===== src/rtl/circ_shift_pkg.sv =====
// Shared definitions for the circular shift register family.
//   loader_state_t : FSM encoding used by circular_shift_loader.
//   DEF_WIDTH      : default bits per entry.
//   DEF_SIZE       : default number of entries.
package circ_shift_pkg;

    localparam int DEF_WIDTH = 8;
    localparam int DEF_SIZE  = 16;

    typedef enum logic [1:0] {
        IDLE,
        LOAD,
        ROTATE
    } loader_state_t;

endpackage


===== src/rtl/circ_rotate_array.sv =====
// SIZE x WIDTH register array with four mutually prioritised operations.
//   clk, rst_n  : clock, asynchronous active-low reset (clears every entry).
//   clr_all     : zero every entry.
//   load_first  : zero every entry except entry 0, which takes wr_data.
//   wr_en       : write wr_data into entry wr_idx, others hold.
//   rot_en      : rotate by one, entry i takes entry i-1, entry 0 takes the last.
//   data        : all entries in parallel.
// Priority: clr_all > load_first > wr_en > rot_en.
module circ_rotate_array #(
    parameter int WIDTH = 8,
    parameter int SIZE  = 16
) (
    input  logic                     clk,
    input  logic                     rst_n,
    input  logic                     clr_all,
    input  logic                     load_first,
    input  logic                     wr_en,
    input  logic [$clog2(SIZE)-1:0]  wr_idx,
    input  logic [WIDTH-1:0]         wr_data,
    input  logic                     rot_en,
    output logic [WIDTH-1:0]         data [SIZE-1:0]
);

    // NOTE: this storage is reset on purpose: the block must present an
    // all-zero array immediately on reset, so it cannot map to a RAM macro.
    // NOTE: sequential state is assigned with <= so every entry samples the
    // pre-edge values; with = the rotation would smear one value across all.
    always_ff @(posedge clk or negedge rst_n) begin
        if (!rst_n) begin
            for (int i = 0; i < SIZE; i++) data[i] <= '0;
        end else if (clr_all) begin
            for (int i = 0; i < SIZE; i++) data[i] <= '0;
        end else if (load_first) begin
            for (int i = 1; i < SIZE; i++) data[i] <= '0;
            data[0] <= wr_data;
        end else if (wr_en) begin
            data[wr_idx] <= wr_data;
        end else if (rot_en) begin
            data[0] <= data[SIZE-1];
            for (int i = 1; i < SIZE; i++) data[i] <= data[i-1];
        end
    end

endmodule


===== src/rtl/circular_shift_loader.sv =====
// Loads a message over a valid/ready stream into a SIZE-entry array, then
// rotates the array on demand for a scrolling display.
//   clk, rst_n  : clock, asynchronous active-low reset.
//   clear       : synchronous return to IDLE with an all-zero array.
//   in_data     : word to load.
//   in_valid    : in_data valid this cycle.
//   in_last     : final word of the message (sampled on handshake).
//   in_ready    : a word can be accepted this cycle.
//   shift_en    : rotate one position (ROTATE state only).
//   reg_out     : all entries in parallel.
//   load_count  : words held from the current/last load.
//   loaded      : high in ROTATE.
module circular_shift_loader
    import circ_shift_pkg::*;
#(
    parameter int WIDTH = DEF_WIDTH,
    parameter int SIZE  = DEF_SIZE
) (
    input  logic                       clk,
    input  logic                       rst_n,
    input  logic                       clear,
    input  logic [WIDTH-1:0]           in_data,
    input  logic                       in_valid,
    input  logic                       in_last,
    output logic                       in_ready,
    input  logic                       shift_en,
    output logic [WIDTH-1:0]           reg_out [SIZE-1:0],
    output logic [$clog2(SIZE+1)-1:0]  load_count,
    output logic                       loaded
);

    localparam int CW = $clog2(SIZE + 1);
    localparam int IW = $clog2(SIZE);

    loader_state_t state;
    logic          accept;
    logic          hit_full;

    // Ready depends only on registered state and clear, never on in_valid,
    // so an upstream source may wait for ready before raising valid.
    assign in_ready = ((state == IDLE) || (state == LOAD)) && !clear;
    assign accept   = in_valid && in_ready;
    assign loaded   = (state == ROTATE);
    // The word being accepted in LOAD fills the last free entry.
    assign hit_full = ((load_count + CW'(1)) == CW'(SIZE));

    always_ff @(posedge clk or negedge rst_n) begin
        if (!rst_n) begin
            state      <= IDLE;
            load_count <= '0;
        end else if (clear) begin
            state      <= IDLE;
            load_count <= '0;
        end else begin
            case (state)
                IDLE: begin
                    if (accept) begin
                        load_count <= CW'(1);
                        state      <= in_last ? ROTATE : LOAD;
                    end
                end
                LOAD: begin
                    if (accept) begin
                        load_count <= load_count + CW'(1);
                        if (in_last || hit_full) state <= ROTATE;
                    end
                end
                ROTATE: ;  // leaves only through clear or reset
                default: state <= IDLE;
            endcase
        end
    end

    // load_count never reaches SIZE while in LOAD, so truncation is safe.
    circ_rotate_array #(
        .WIDTH (WIDTH),
        .SIZE  (SIZE)
    ) u_array (
        .clk        (clk),
        .rst_n      (rst_n),
        .clr_all    (clear),
        .load_first (accept && (state == IDLE)),
        .wr_en      (accept && (state == LOAD)),
        .wr_idx     (load_count[IW-1:0]),
        .wr_data    (in_data),
        .rot_en     (shift_en && (state == ROTATE)),
        .data       (reg_out)
    );

endmodule


===== config.mk =====
export PLATFORM = sky130hd
export DESIGN_NAME = circular_shift_loader
export DESIGN_NICKNAME = d
export VERILOG_FILES = /design/src/rtl/circ_shift_pkg.sv /design/src/rtl/circ_rotate_array.sv /design/src/rtl/circular_shift_loader.sv
export SDC_FILE = /design/constraint.sdc
export NUM_CORES = 1
export LEC_CHECK = 0
export BUFFER_PORTS_ARGS = -buffer_cell sky130_fd_sc_hd__buf_2
export CAP_MARGIN = 30
export CORE_ASPECT_RATIO = 0.5
export CORE_MARGIN = 2
export CORE_UTILIZATION = 42
export DETAILED_ROUTE_END_ITERATION = 8
export SYNTH_ARGS = -nofsm -noshare
export SYNTH_HDL_FRONTEND = slang
export SYNTH_SLANG_ARGS = --single-unit

===== constraint.sdc =====
create_clock -name clk -period 2.2 [get_ports clk]
set_clock_uncertainty 0.2 [all_clocks]
set_input_delay 0.44 -clock clk [delete_from_list [all_inputs] [get_ports clk]]
set_output_delay 0.44 -clock clk [all_outputs]
set_load 0.005 [all_outputs]

* After elaboration in Yosys (flattened, before gate mapping) *
Cells that the tools add are included.
W data, S select, Z words.

word-level totals
  register bits after elaboration = 135
  word-level logic and storage cells = 59

operators by class
  add/sub/neg operators = 1
  order comparisons = 2
  equal/unequal tests = 7
  muxes and demuxes = 17
  reductions and logical operators = 14

operator list
  operator               number
  $mux W128              4
  $bwmux W128            1
  $demux W8 S4           1
  $mux W5                3
  $mux W2                5
  $pmux W5 S2            1
  $mux W8                1
  $logic_and A1 B1 Y1    6
  $ne A3 B3 Y1 const B   2
  $pmux W2 S3            1
  $add A5 B1 Y5 const B  1
  $eq A5 B5 Y1 const B   1
  $lt A4 B5 Y1 const B   1
  $ge A4 B1 Y1 const B   1
  $reduce_and A4 Y1      1
  $reduce_bool A4 Y1     1
  $ne A3 B2 Y1 const B   1
  $reduce_and A3 Y1      1
  $reduce_bool A3 Y1     1
  $eq A2 B1 Y1 const B   1
  $eq A2 B2 Y1 const B   1
  $logic_not A2 Y1       1
  $logic_or A1 B1 Y1     2
  $ne A2 B2 Y1 const B   1
  $logic_not A1 Y1       1

* Logic depth before layout (Yosys ltp) *
  word-level depth = 8
  gate-level depth with buffers = 8
  mapped depth without buffers = 6

* Hierarchy *
Synthesis repeated with hierarchy kept, for this count alone.

second synthesis, totals
  cells, all modules = 699
  area total of the unflattened synthesis = 7178.1 µm²

modules (own cells, without submodules)
  module                 times used  cells an instance  area each (µm²)  sequential area each (µm²)
  circ_rotate_array      1           655                6718.9           3203.1
  circular_shift_loader  1           44                 459.2            175.2

* Worst setup path after synthesis *
No wires, ideal clock.

  path type = reg2reg
  start = reg load_count[0]
  end = reg u_array.data[6] (netlist name)
  setup time = 0.095 ns
  data arrival time = 1.575 ns
  setup slack = 0.330 ns
  stages on the path, launching flop included = 7
  buffers on the path = 1
  clock period less this slack = 1.870 ns
  path through = dfrtp_1 > inv_1 > ha_1 > nor3b_1 > o32ai_4 > buf_4 > o31ai_1

between the ends
  longest elaborated chain between the ends = 8

ends and longest elaborated chain
  element                                                                    line                         RTL
  from (decl)                                                                circular_shift_loader.sv:28  output logic [$clog2(SIZE+1)-1:0] load_count,
  from (signal assigned)                                                     circular_shift_loader.sv:64  load_count <= load_count + CW'(1);
  $lt A4 B5 Y1 (not written as such) / $ge A4 B1 Y1 (equally long branches)  circ_rotate_array.sv:37      data[wr_idx] <= wr_data;
  $logic_and A1 B1 Y1 (not written as such)                                  circ_rotate_array.sv:37
  $mux W8 (not written as such)                                              circ_rotate_array.sv:37
  $demux W8 S4 *                                                             -
  $bwmux W128 *                                                              circ_rotate_array.sv:37
  $mux W128 *                                                                circ_rotate_array.sv:36      end else if (wr_en) begin
  $mux W128 *                                                                circ_rotate_array.sv:33      end else if (load_first) begin
  $mux W128 *                                                                circ_rotate_array.sv:31      end else if (clr_all) begin
  to (signal, indexed assignment)                                            circ_rotate_array.sv:37
  to (decl)                                                                  circ_rotate_array.sv:21      output logic [WIDTH-1:0] data [SIZE-1:0]

Every way passes the cells marked *; elsewhere a longest branch is shown, timed or not.
A chain may end at the register's enable or synchronous reset.

* Worst setup path in the final report *
  start = reg state[1]
  end = reg u_array.data[95] (netlist name)

between the ends
  longest elaborated chain between the ends = 8

ends and longest elaborated chain
  element                                                  line                                                                                   RTL
  from (decl)                                              circular_shift_loader.sv:35                                                            loader_state_t state;
  from (signal assigned)                                   circular_shift_loader.sv:59                                                            state <= in_last ? ROTATE : LOAD;
  $eq A2 B1 Y1 / $logic_not A2 Y1 (equally long branches)  circular_shift_loader.sv:41, circular_shift_loader.sv:83, circular_shift_loader.sv:82
  $logic_or A1 B1 Y1                                       circular_shift_loader.sv:41                                                            assign in_ready = ((state == IDLE) || (state == LOAD)) && !clear;
  $logic_and A1 B1 Y1                                      circular_shift_loader.sv:41
  $logic_and A1 B1 Y1                                      circular_shift_loader.sv:42                                                            assign accept = in_valid && in_ready;
  $logic_and A1 B1 Y1                                      circular_shift_loader.sv:83                                                            .wr_en (accept && (state == LOAD)),
  $mux W128                                                circ_rotate_array.sv:36
  $mux W128                                                circ_rotate_array.sv:33
  $mux W128                                                circ_rotate_array.sv:31

Several ways; a longest one is shown, not always the timed one.

==> out/qor.yml <==
crit_path_top_delay_cell: "o32ai_4"
finalCritPeriodShare_pct: 94.88
tightest_slew_ps: 699.1
grt_usage_pct: 23.88
r2r_cells: 5
clock_sinks: 135
setup_viol_count_final: 0
synth_ff_type: "dfrtp_1"
antenna_cells: 0
drc: 0
first_pass_iters: 5
drive_above_1_share_pct: 30.17
synth_edf_count: 0
path_depth: 5
fin_nets: 818
rrSetupSlack_ps: 110
synth.most_common_cell: "dfrtp_1"
maxCapViolCount: 0
syn_inst: 676
grt_pass1_wl_um: 32020
fin_crit_ps: 2087
relSlewSlack_pct: 53.39
p_total_uw: 6359
row_count: 33
synth_nets: 694
dieArea_um2: 17580
finalMaxSlewViolations: 0
cts_tree: "yes"
fmax_mhz: 479.1
wl_per_cell_um: 19.88
via_per_inst: 5.559
core-area_um2: 16230
drtIter0Drc: 475
synthesis.area_um2: 6920
grt-ovfl-total: 0
critical_path.cell_chain: "and3b_2, buf_12, o32ai_4, nand2_1, o31ai_1"
fp.dieW_um: 185.5
yosysWarnings: 0
start_util_pct: 42.65
cp-end-kind: "flop"
grt_pass1_vias: 5455
synthArstFlopShare_pct: 100.0
ir_worst_vdd_uv: 559.0
ys_seq_area_share_pct: 48.82
grt_max_degree: 52
insertion_delay_ps: 420
cellLeakagePower_uw: 0.004004
numCtsBuffers: 17
yosys-top-cells-area: "dfrtp_1 (49%), o31ai_1 (13%), a21oi_1 (8.8%), nand2_1 (7.1%), o32ai_4 (6.4%)"
gp_congestion: 0.7823
clock_path_buffers: 2
hold_violations: 0
die_h_um: 94.77
htree_levels: 4
dpl.hpwl_um: 14170
crit_buf_inv: 1
setup_ws_ps: 112.6
min_path_cells: 4
synth_seq_cells: 135
antenna_found_initial: 0
min_path_type: "input port to flop"
required_ps: 2310
port_buffers: 148
path_class: "flop to flop"
clk_pin_slew_worst_paths_ps: 60
ant_nets: 0
pin_count: 149
syn_to_final_growth_pct: 23.65
synth_common_cells: "dfrtp_1 (135), nand2_1 (130), a21oi_1 (122), o31ai_1 (117), clkbuf_1 (25)"
powerDensity_nw_per_um2: 743.2
ys_types: 31
vias: 5776
crit_arrival_ps: 2200
crit_path_max_fanout: 16
status: "complete, no violations"
synth_top_area_share_pct: 48.82
root_buffer: "clkbuf_16"
syn_area_per_cell_um2: 10.24
worst_setup_path_start_kind: "flop"
wl_um: 20660
cp_slowest_stage_delay_ps: 600
crit_family: "compound AO/OA/AOI/OAI gates"
synth_top_area_cell: "dfrtp_1"
dpl_worst_slack_ps: 91.81
-- cells by family (layout without fill, tap and decap cells) --
kind of cell | after synthesis | after routing | synth area share [%]
AOI/OAI and AO/OA | 276 | 276 | 30.88
adders and majority gates | 4 | 4 | 0.7232
buffers and inverters | 76 | 212 | 6.925
DFF | 135 | 135 | 48.82
muxes | 8 | 8 | 1.157
and+or+nand+nor | 177 | 177 | 11.50
-- path summary, 6_finish.rpt --
kind | from | end
worst max-delay path | state[1] | u_array.data[95]
worst min-delay path | in_last | state[0]
worst max register to register | state[1] | u_array.data[95]
worst min register to register | u_array.data[47] | u_array.data[47]
max in group asynchronous | rst_n | u_array.data[90]
min in group asynchronous | rst_n | u_array.data[21]
-- per-layer routing --
| layer | GRT usage [%] | vias to the layer above | routed length [um] |
|---|---|---|---|
| li1 | - | 2723 | - |
| met1 | 37.23 | 2866 | 10600 |
| met2 | 34.20 | 171 | 8807 |
| met3 | 4.088 | 16 | 1069 |
| met4 | 5.446 | 0 | 181 |
| met5 | 0 | - | 0 |
-- through the flow --
stage / cells / instance area [um^2] / util (%) / hold slack, ps / setup TNS (ps)
after global routing: 1039 / 8557 / 52.73 / 165.4 / -10.61
after detailed placement: 1007 / 7904 / 48.71 / 219.1 / 0
after global placement: 1007 / 7904 / 48.71 / 215.9 / 0
after floorplan: 676 / 6920 / - / -55.59 / 0
after CTS: 1039 / 8539 / 52.63 / 125.1 / 0
final: 1039 / 8557 / 52.73 / 137.0 / 0
-- timing repair --
item	CTS	global route
setup buffers	0	0
endpoints found under the setup margin	0	29
hold endpoints to repair	28	0
resized for setup	0	4
hold buffers	1	0
-- cells in the final DEF (no fill, tap or decap), types with 2 or more instances in the layout --
| master | netlist | layout |
|---|---|---|
| buf_4 | 11 | 17 |
| a21oi_1 | 122 | 122 |
| o31ai_2 | 12 | 12 |
| buf_2 | 16 | 146 |
| clkbuf_16 | 0 | 17 |
| nor2b_1 | 5 | 4 |
| nand2_1 | 130 | 130 |
| mux2i_1 | 8 | 8 |
| inv_6 | 0 | 2 |
| nor2_1 | 8 | 8 |
| nand3_1 | 2 | 2 |
| clkinv_2 | 0 | 2 |
| o31ai_1 | 117 | 117 |
| inv_1 | 2 | 2 |
| and3_1 | 14 | 14 |
| o32ai_4 | 16 | 16 |
| nor3b_2 | 0 | 3 |
| o21ai_0 | 5 | 5 |
| clkinv_4 | 0 | 6 |
| ha_1 | 4 | 3 |
| and3b_1 | 9 | 8 |
| bufinv_16 | 0 | 4 |
| dfrtp_1 | 135 | 135 |
| buf_12 | 1 | 14 |
-- cell type report --
| type | count | area, um^2 |
|---|---|---|
| Clock buffer | 17 | 425.4 |
| Multi-Input combinational cell | 465 | 3102 |
| Tap cell | 227 | 284.0 |
| Inverter | 2 | 7.507 |
| Clock inverter | 14 | 200.2 |
| Sequential cell | 135 | 3378 |
| Timing Repair Buffer | 179 | 1160 |
| Fill cell | 1481 | 7670 |
-- sequential cells by signal, summed over array words and instances (netlist names) --
name	count
u_array.data	128
load_count	5
state	2
-- power by group --
group	switching [uW]	internal, uW
Clock	1140	1900
Sequential	70.5	2550
Combinational	456	242
-- worst register-to-register path: stages (launching register included) --
cell and delay, ps:
dfrtp_1 450, and3b_2 270, buf_12 180, o32ai_4 610, nand2_1 170, o31ai_1 110
No activity file was read; power rests on OpenSTA's default activity.
